==> config.mk <==
export PLATFORM = sky130hd
export DESIGN_NAME = matmul_tile_scheduler
export DESIGN_NICKNAME = d
export VERILOG_FILES = /design/src/rtl/matmul_tile_scheduler.sv
export SDC_FILE = /design/constraint.sdc
export NUM_CORES = 1
export LEC_CHECK = 0
export CORE_MARGIN = 2
export CORE_UTILIZATION = 55
export DETAILED_ROUTE_END_ITERATION = 16
export GPL_TIMING_DRIVEN = 0
export PLACE_DENSITY = 0.77
export RECOVER_POWER = 50
export SLEW_MARGIN = 10
export SYNTH_ARGS = -nofsm -noshare
export SYNTH_HDL_FRONTEND = slang
export SYNTH_SLANG_ARGS = --single-unit
==> constraint.sdc <==
create_clock -name clk -period 61 [get_ports clk]
set_clock_uncertainty 0.15 [all_clocks]
set_input_delay 12.2 -clock clk [delete_from_list [all_inputs] [get_ports clk]]
set_output_delay 12.2 -clock clk [all_outputs]
set_load 0.05 [all_outputs]
==> src/rtl/matmul_tile_scheduler.sv <==
// Tile scheduler for the multi-core systolic matrix multiplier: walks the C tile space,
// issues one k-step per cycle to the BRAM read ports and queues in-order tile results.
module matmul_tile_scheduler #(
  parameter int WIDTH             = 16,
  parameter int CHUNK_SIZE        = 4,
  parameter int NUM_CORES         = 2,
  parameter int BLOCK_SIZE        = 2,
  parameter int INNER_DIMENSION   = 4,
  parameter int I_OUTER_DIMENSION = 8,
  parameter int W_OUTER_DIMENSION = 6,
  parameter int ADDR_WIDTH_I      = 8,
  parameter int ADDR_WIDTH_W      = 8,
  parameter int OUT_FIFO_DEPTH    = 4,
  parameter int IDX_W             = 16
) (
  input  logic                                  clk,
  input  logic                                  rst,
  input  logic                                  start,
  input  logic                                  cfg_col_major,
  output logic                                  in_rd_en,
  output logic [ADDR_WIDTH_I-1:0]               in_rd_addr,
  output logic                                  wb_rd_en,
  output logic [ADDR_WIDTH_W-1:0]               wb_rd_addr,
  output logic                                  core_valid,
  output logic                                  core_first,
  output logic                                  core_last,
  input  logic                                  core_res_valid,
  input  logic [WIDTH*CHUNK_SIZE*NUM_CORES-1:0] core_res,
  output logic                                  m_valid,
  input  logic                                  m_ready,
  output logic [WIDTH*CHUNK_SIZE*NUM_CORES-1:0] m_data,
  output logic [IDX_W-1:0]                      m_row,
  output logic [IDX_W-1:0]                      m_col,
  output logic                                  m_last,
  output logic                                  busy,
  output logic                                  done,
  output logic                                  overflow
);

  localparam int K_TILES    = INNER_DIMENSION / BLOCK_SIZE;
  localparam int ROW_GROUPS = I_OUTER_DIMENSION / (BLOCK_SIZE * NUM_CORES);
  localparam int COL_TILES  = W_OUTER_DIMENSION / BLOCK_SIZE;
  localparam int DATA_W     = WIDTH * CHUNK_SIZE * NUM_CORES;
  localparam int PTR_W      = $clog2(OUT_FIFO_DEPTH);
  localparam int CRED_W     = PTR_W + 1;

  localparam logic [IDX_W-1:0]  K_LAST   = IDX_W'(K_TILES - 1);
  localparam logic [IDX_W-1:0]  ROW_LAST = IDX_W'(ROW_GROUPS - 1);
  localparam logic [IDX_W-1:0]  COL_LAST = IDX_W'(COL_TILES - 1);
  localparam logic [IDX_W-1:0]  IDX_ONE  = IDX_W'(1);
  localparam logic [PTR_W:0]    PTR_ONE  = (PTR_W + 1)'(1);
  localparam logic [CRED_W-1:0] CRED_MAX = CRED_W'(OUT_FIFO_DEPTH);

  typedef enum logic [2:0] {
    S_IDLE,
    S_ISSUE,
    S_WAIT_CREDIT,
    S_DRAIN,
    S_DONE
  } state_t;

  state_t              r_state;
  logic [IDX_W-1:0]    r_k;
  logic [IDX_W-1:0]    r_row;
  logic [IDX_W-1:0]    r_col;
  logic                r_col_major;
  logic [CRED_W-1:0]   r_outstanding;

  logic                    r_in_rd_en;
  logic [ADDR_WIDTH_I-1:0] r_in_rd_addr;
  logic                    r_wb_rd_en;
  logic [ADDR_WIDTH_W-1:0] r_wb_rd_addr;
  logic                    r_iss_first;
  logic                    r_iss_last;
  logic                    r_core_valid;
  logic                    r_core_first;
  logic                    r_core_last;
  logic                    r_busy;
  logic                    r_done;
  logic                    r_overflow;

  logic [IDX_W-1:0]    r_res_row;
  logic [IDX_W-1:0]    r_res_col;
  logic [DATA_W-1:0]   r_mem_data [OUT_FIFO_DEPTH];
  logic [IDX_W-1:0]    r_mem_row  [OUT_FIFO_DEPTH];
  logic [IDX_W-1:0]    r_mem_col  [OUT_FIFO_DEPTH];
  logic                r_mem_last [OUT_FIFO_DEPTH];
  logic [PTR_W:0]      r_wr_ptr;
  logic [PTR_W:0]      r_rd_ptr;

  logic                    w_start_ok;
  logic                    w_in_issue;
  logic                    w_pop;
  logic                    w_push;
  logic                    w_full;
  logic                    w_empty;
  logic                    w_credit_ok;
  logic                    w_do_issue;
  logic                    w_issue_new;
  logic                    w_step_last;
  logic                    w_tile_last;
  logic                    w_final_pop;
  logic                    w_res_last;
  logic                    w_cur_cm;
  logic [IDX_W-1:0]        w_cur_k;
  logic [IDX_W-1:0]        w_cur_row;
  logic [IDX_W-1:0]        w_cur_col;
  logic [IDX_W-1:0]        w_nxt_k;
  logic [IDX_W-1:0]        w_nxt_row;
  logic [IDX_W-1:0]        w_nxt_col;
  logic [IDX_W-1:0]        w_res_nxt_row;
  logic [IDX_W-1:0]        w_res_nxt_col;
  logic [ADDR_WIDTH_I-1:0] w_in_addr;
  logic [ADDR_WIDTH_W-1:0] w_wb_addr;

  assign w_start_ok  = start && (r_state == S_IDLE || r_state == S_DONE);
  assign w_in_issue  = (r_state == S_ISSUE) || (r_state == S_WAIT_CREDIT);
  assign w_empty     = (r_wr_ptr == r_rd_ptr);
  assign w_full      = (r_wr_ptr[PTR_W] != r_rd_ptr[PTR_W]) &&
                       (r_wr_ptr[PTR_W-1:0] == r_rd_ptr[PTR_W-1:0]);
  assign w_pop       = !w_empty && m_ready;
  assign w_push      = core_res_valid && (!w_full || w_pop);
  assign w_final_pop = w_pop && m_last && (r_state == S_DRAIN);

  // An accepted start issues tile 0, k 0 immediately, so the walk position is forced to zero.
  assign w_cur_k     = w_start_ok ? '0 : r_k;
  assign w_cur_row   = w_start_ok ? '0 : r_row;
  assign w_cur_col   = w_start_ok ? '0 : r_col;
  assign w_cur_cm    = w_start_ok ? cfg_col_major : r_col_major;

  assign w_credit_ok = (r_outstanding < CRED_MAX) || w_pop;
  assign w_do_issue  = w_start_ok || (w_in_issue && ((w_cur_k != '0) || w_credit_ok));
  assign w_issue_new = w_do_issue && (w_cur_k == '0);
  assign w_step_last = (w_cur_k == K_LAST);
  assign w_tile_last = (w_cur_row == ROW_LAST) && (w_cur_col == COL_LAST);

  assign w_in_addr   = ADDR_WIDTH_I'(w_cur_k) + ADDR_WIDTH_I'(K_TILES * w_cur_row);
  assign w_wb_addr   = ADDR_WIDTH_W'(w_cur_k) + ADDR_WIDTH_W'(K_TILES * w_cur_col);

  always_comb begin
    w_nxt_k   = w_cur_k + IDX_ONE;
    w_nxt_row = w_cur_row;
    w_nxt_col = w_cur_col;
    if (w_step_last) begin
      w_nxt_k = '0;
      if (!w_cur_cm) begin
        if (w_cur_col == COL_LAST) begin
          w_nxt_col = '0;
          w_nxt_row = w_cur_row + IDX_ONE;
        end else begin
          w_nxt_col = w_cur_col + IDX_ONE;
        end
      end else begin
        if (w_cur_row == ROW_LAST) begin
          w_nxt_row = '0;
          w_nxt_col = w_cur_col + IDX_ONE;
        end else begin
          w_nxt_row = w_cur_row + IDX_ONE;
        end
      end
    end
  end

  // Result tags replay the issue order, since the cores return tiles in the order issued.
  always_comb begin
    w_res_nxt_row = r_res_row;
    w_res_nxt_col = r_res_col;
    if (!r_col_major) begin
      if (r_res_col == COL_LAST) begin
        w_res_nxt_col = '0;
        w_res_nxt_row = r_res_row + IDX_ONE;
      end else begin
        w_res_nxt_col = r_res_col + IDX_ONE;
      end
    end else begin
      if (r_res_row == ROW_LAST) begin
        w_res_nxt_row = '0;
        w_res_nxt_col = r_res_col + IDX_ONE;
      end else begin
        w_res_nxt_row = r_res_row + IDX_ONE;
      end
    end
  end

  assign w_res_last = (r_res_row == ROW_LAST) && (r_res_col == COL_LAST);

  always_ff @(posedge clk or posedge rst) begin
    if (rst) begin
      r_state       <= S_IDLE;
      r_k           <= '0;
      r_row         <= '0;
      r_col         <= '0;
      r_col_major   <= 1'b0;
      r_outstanding <= '0;
      r_in_rd_en    <= 1'b0;
      r_in_rd_addr  <= '0;
      r_wb_rd_en    <= 1'b0;
      r_wb_rd_addr  <= '0;
      r_iss_first   <= 1'b0;
      r_iss_last    <= 1'b0;
      r_core_valid  <= 1'b0;
      r_core_first  <= 1'b0;
      r_core_last   <= 1'b0;
      r_busy        <= 1'b0;
      r_done        <= 1'b0;
      r_overflow    <= 1'b0;
    end else begin
      r_in_rd_en    <= w_do_issue;
      r_wb_rd_en    <= w_do_issue;
      r_in_rd_addr  <= w_do_issue ? w_in_addr : '0;
      r_wb_rd_addr  <= w_do_issue ? w_wb_addr : '0;
      r_iss_first   <= w_do_issue && (w_cur_k == '0);
      r_iss_last    <= w_do_issue && w_step_last;
      r_core_valid  <= r_in_rd_en;
      r_core_first  <= r_iss_first;
      r_core_last   <= r_iss_last;
      r_outstanding <= r_outstanding + CRED_W'(w_issue_new) - CRED_W'(w_pop);

      if (w_do_issue) begin
        r_k         <= w_nxt_k;
        r_row       <= w_nxt_row;
        r_col       <= w_nxt_col;
        r_col_major <= w_cur_cm;
      end

      case (r_state)
        S_IDLE, S_DONE, S_ISSUE, S_WAIT_CREDIT: begin
          if (w_start_ok || w_in_issue) begin
            if (w_do_issue && w_step_last && w_tile_last)
              r_state <= S_DRAIN;
            else if (w_do_issue)
              r_state <= S_ISSUE;
            else
              r_state <= S_WAIT_CREDIT;
          end
        end
        S_DRAIN: begin
          if (w_final_pop)
            r_state <= S_DONE;
        end
        default: r_state <= S_IDLE;
      endcase

      if (w_start_ok) begin
        r_busy     <= 1'b1;
        r_done     <= 1'b0;
        r_overflow <= 1'b0;
      end else begin
        if (w_final_pop) begin
          r_busy <= 1'b0;
          r_done <= 1'b1;
        end
        if (core_res_valid && w_full && !w_pop)
          r_overflow <= 1'b1;
      end
    end
  end

  // A full push with a simultaneous pop reuses the slot being vacated; the head slot is never
  // written while it is still waiting, so the outputs hold during back-pressure.
  always_ff @(posedge clk or posedge rst) begin
    if (rst) begin
      r_wr_ptr  <= '0;
      r_rd_ptr  <= '0;
      r_res_row <= '0;
      r_res_col <= '0;
      for (int i = 0; i < OUT_FIFO_DEPTH; i++) begin
        r_mem_data[i] <= '0;
        r_mem_row[i]  <= '0;
        r_mem_col[i]  <= '0;
        r_mem_last[i] <= 1'b0;
      end
    end else begin
      if (w_push) begin
        r_mem_data[r_wr_ptr[PTR_W-1:0]] <= core_res;
        r_mem_row[r_wr_ptr[PTR_W-1:0]]  <= r_res_row;
        r_mem_col[r_wr_ptr[PTR_W-1:0]]  <= r_res_col;
        r_mem_last[r_wr_ptr[PTR_W-1:0]] <= w_res_last;
        r_wr_ptr                        <= r_wr_ptr + PTR_ONE;
      end
      if (w_pop)
        r_rd_ptr <= r_rd_ptr + PTR_ONE;
      if (w_start_ok) begin
        r_res_row <= '0;
        r_res_col <= '0;
      end else if (w_push) begin
        r_res_row <= w_res_nxt_row;
        r_res_col <= w_res_nxt_col;
      end
    end
  end

  assign in_rd_en   = r_in_rd_en;
  assign in_rd_addr = r_in_rd_addr;
  assign wb_rd_en   = r_wb_rd_en;
  assign wb_rd_addr = r_wb_rd_addr;
  assign core_valid = r_core_valid;
  assign core_first = r_core_first;
  assign core_last  = r_core_last;
  assign m_valid    = !w_empty;
  assign m_data     = r_mem_data[r_rd_ptr[PTR_W-1:0]];
  assign m_row      = r_mem_row[r_rd_ptr[PTR_W-1:0]];
  assign m_col      = r_mem_col[r_rd_ptr[PTR_W-1:0]];
  assign m_last     = r_mem_last[r_rd_ptr[PTR_W-1:0]];
  assign busy       = r_busy;
  assign done       = r_done;
  assign overflow   = r_overflow;

endmodule

==> results <==
- The first global-routing pass estimated 132 mm of wire.
- Of all flip-flops after synthesis, the portion carrying an async set or reset was 100%.
- The startpoint-to-endpoint class of the critical path is in -> async.
- Of the synthesized area, sequential elements account for about 55%.
- The fraction of layout instances using a drive strength above 1 is between 30% and 40%.
- The path class of the tightest hold or removal check is reg -> reg.
- The synthesized design contains 0 enable-type register cells.
- The run finished, with violations left.
- The deepest level of the CTS H-tree is 3.
- The highest ir drop seen on vdd is approximately 0.053 mV.
- For the pin with the worst max-slew slack, the measured transition is between 6 and 7 ns.
- The critical path's most frequent cell is clkbuf_1.
- Setup repair after global routing left no endpoint under its margin.
- The number of setup buffers added after CTS is 0.
- The part of the power in combinational logic is around 50%.
- Clock-pin slew was measured on the worst setup and hold paths at ~0.05 ns.
- The detail-routed net length per standard cell is between 20 and 25 um.
- In this run the cell area of the synthesized design comes to between 30,000 and 40,000 sq um.
- TritonCTS built the clock tree.
- The synthesis warning total is 0.
- The count of instances resized after the clock tree is built is 0.
- The data required time of the critical path is between 60 and 70 ns.
- The overall track demand over capacity in global routing is 26.6%.
- The cell-internal power is 1580 uW.
- The first-iteration detailed-routing DRC count is between 1,500 and 2,000.
- The cell count after synthesis is approximately 2,300.
- From bottom edge to top edge, the die measures 254 um.
- For this run, the leading register cell type out of synthesis is dfrtp_1.
- The final layout contains slightly below 3,000 nets.
- The endpoint class of the critical path is an async pin.
- Counting distinct cell types in the post-synthesis netlist gives 76.
- The minimum period implied by the final worst setup slack is ~25 ns.
- The clock network burns 19.5% of the power.
- The max-slew violation count is slightly below 800.
- On the worst path, the slowest cell contributes a delay of between 4 and 5 ns.
- The starting utilization of the core area is a little under three fifths.
- The startpoint type of the worst setup path is a primary input.
- The floorplan die area is around 65,000 sq um.
- The die is ~250 um wide.
- The final period utilization is approximately two fifths.
- Net switching is roughly two fifths of the power.
- The total iterations of the first detailed-routing run is 5.
- The relative area change from synthesis to final layout is 20.5%.
- The largest net degree at the start of global routing is between 100 and 150.
- The max-slew headroom at the worst pin is -305%.
- Hold repair after CTS inserted 0 buffers.
- For this design the total switching power over the nets is 1070 uW.
- The highest clock frequency the design can meet is between 0.04 and 0.05 GHz.
- Summed over all layers, the global routing overflow is 0.
- For this run, global-route usage on met1 was measured as 35.2%.
- The number of ports placed on the die boundary is 320.
- The final routed wirelength across all metal layers is 84.0 mm.
- The checks that failed: capacitance limit, slew limit.
- The number of global-route vias before repair is roughly 23,000.
- Once placement completed, the tool counted placed cells totaling approximately 3,500.
- The power per cell area is ~64 nW/um^2.
- The CTS buffer count is 81.
- The total number of vias is 21,600.
- Across the run, the number of max-cap violations was 7.
- The HPWL after detailed placement is 58.0 mm.
- The maximum root-to-sink buffer count is 3.
- The post-detailed-route count of antenna-violating nets is 0.
- The most used routing layer is met2.
- The number of clock sinks is 761.
- After synthesis, the mean cell area works out to 14.7 sq um.
- The sequential share of power is between 30 and 40%.
- For this run, global-route usage on met3 was measured as ~6%.
- For the worst-skew pair, the clock arrives at the later sink with an insertion delay of roughly 0.61 ns.
- The placeable core region is just over 60,000 sq um.
- Setup violations remaining at the end of the flow were counted as 0.
- The number of antenna violations at the first check in global routing is 4.
- The number of nets produced by synthesis is between 2,000 and 3,000.
- The global-route met2 utilization is a little over two fifths.
- The count of cells in the finished layout, fillers not included, comes to 3,650.
- The floorplan has 91 rows.
- Along the worst path, the maximum fanout reaches 122.
- The arrival time at the worst endpoint is around 24 ns.
- The number of hold-slack violations in the final timing report came to 0.
- Hold is met by slightly above 0.2 ns.
- The cell at the root of the clock tree is clkbuf_16.
- After detailed routing, the number of vias per cell comes to just under 6.
- The slowest stage cell on the critical path is clkbuf_1.
- After synthesis the netlist holds a flip-flop and latch count of around 760.
- Input and output buffers added on the ports amount to 319.
- For this run, design rule violations remaining after detail routing come to 0.
- The signal on the critical path passes through dlygate4sd3_1 -> clkinvlp_2 -> clkbuf_1 -> clkbuf_1.
- The final weighted congestion in routability-driven placement is between 0.8 and 0.9.
- For this design the static power due to leakage is ~0.018 uW.
- Adding up every negative setup slack in the final design gives 0 ns.
[synthesized netlist by cell type, drive strengths merged, types with 2 or more instances]
library cell	count	area (sq um)
a31oi	8	50.1
nor3	11	55.1
xor2	21	199
mux2	636	7160
nor2	66	258
inv	35	131
nand3	30	150
nor3b	8	65.1
ha	30	375
clkbuf	37	139
o311ai	2	17.5
buf	119	592
nand2	91	349
a21o	5	37.5
or3	7	43.8
nand2b	10	62.6
a32o	2	20.0
mux2i	6	60.1
o31a	2	17.5
o21ai	66	330
mux4	161	3630
a211oi	6	45.0
nor4	18	125
o41ai	4	42.6
o211ai	5	42.5
and3	21	131
a41oi	4	35.0
fa	3	60.1
nor2b	4	25.0
o31ai	9	81.3
and2	20	125
a22o	2	17.5
nand4	30	194
a21oi	36	184
dfrtp	761	19000
o21bai	3	22.5
or4	2	15.0
nor4b	3	26.3
o21a	3	22.5
o32ai	3	26.3
o22ai	3	18.8
and4	9	78.8
xnor2	21	184
a221oi	3	50.1
[power groups by stage]
| stage | clock (uW) | combinational, uW | sequential, uW |
|---|---|---|---|
| 2_1_floorplan | 0 | 941 | 798 |
| 3_3_place_gp | 0 | 1300 | 804 |
| 3_5_place_dp | 0 | 1320 | 821 |
| 4_1_cts | 526 | 1330 | 814 |
| 5_1_grt | 548 | 1380 | 838 |
| 6_report | 518 | 1320 | 816 |
[state kept, by name, indices dropped and copies added (netlist names), 4 cells and up]
name,flops
r_mem_data,512
r_mem_col,64
r_mem_row,64
r_col,16
r_k,16
r_res_col,16
r_res_row,16
r_row,16
wb_rd_addr,8
in_rd_addr,7
r_mem_last,4
[cell families after synthesis]
family	share of synthesized area (%)
mux	31.5
flops	55.3
compound gates	3.32
buf+inv	2.50
simple gates	5.08
xor+xnor	1.11
fa+ha+maj	1.26
[cells in the final DEF, fill, tap and decap left out, types with 26 or more instances in the layout]
master           synthesis  final
a21oi_1                 35     35
buf_2                   89     76
clkbuf_1                37     67
clkbuf_16                0     86
clkdlybuf4s50_1          0    293
dfrtp_1                761    761
dlygate4sd3_1            0     26
ha_1                    30     30
inv_1                   34     33
mux2_2                 636    636
mux4_2                 161    161
nand2_1                 90     90
nand3_1                 30     30
nand4_1                 29     29
nor2_1                  64     64
o21ai_0                 64     65
[through the flow]
stage / total power [uW] / cell area (sq um) / util (%) / setup WS (ns)
global placement: 2100 / 38700 / 62.6 / 20.73
global route: 2770 / 41500 / 67.2 / 33.20
floorplan: 1740 / 34500 / - / 27.29
detailed placement: 2140 / 38900 / 62.9 / 43.46
finish: 2650 / 41500 / 67.2 / 36.07
CTS: 2670 / 41700 / 67.5 / 44.12
[worst max-delay path, delay by kind of cell]
kind     cells  cell delay [ns]
buf+inv      4            11.55
[worst paths after layout]
| path | start | endpoint | slack, ns | cells past startpoint |
|---|---|---|---|---|
| min | r_iss_first | core_first | 0.21 | 0 |
| max | rst | r_mem_data[374] | 36.07 | 4 |
| max in group clk | start | r_outstanding[2] | 43.74 | 20 |
| max reg2reg | r_state[1] | r_outstanding[2] | 55.37 | 19 |
| min reg2reg | r_iss_first | core_first | 0.21 | 0 |
| min in group asynchronous | rst | r_mem_data[399] | 13.15 | 2 |
[metal layers]
layer  wire length, um  share of wire (%)
met1             34200                 41
met4              2240                2.7
met5                15              0.018
met2             41500                 49
met3              6080                7.2
[final cells by class]
class	instances	area [sq um]
Multi-Input combinational cell	1388	14600
Timing Repair Buffer	325	3220
Inverter	35	133
Clock inverter	31	412
Antenna cell	4	10.0
Buffer	156	711
Tap cell	837	1050
Clock buffer	113	2420
Sequential cell	761	19000
Fill cell	4331	20300
Note: power is estimated with default switching activity, not from simulation.
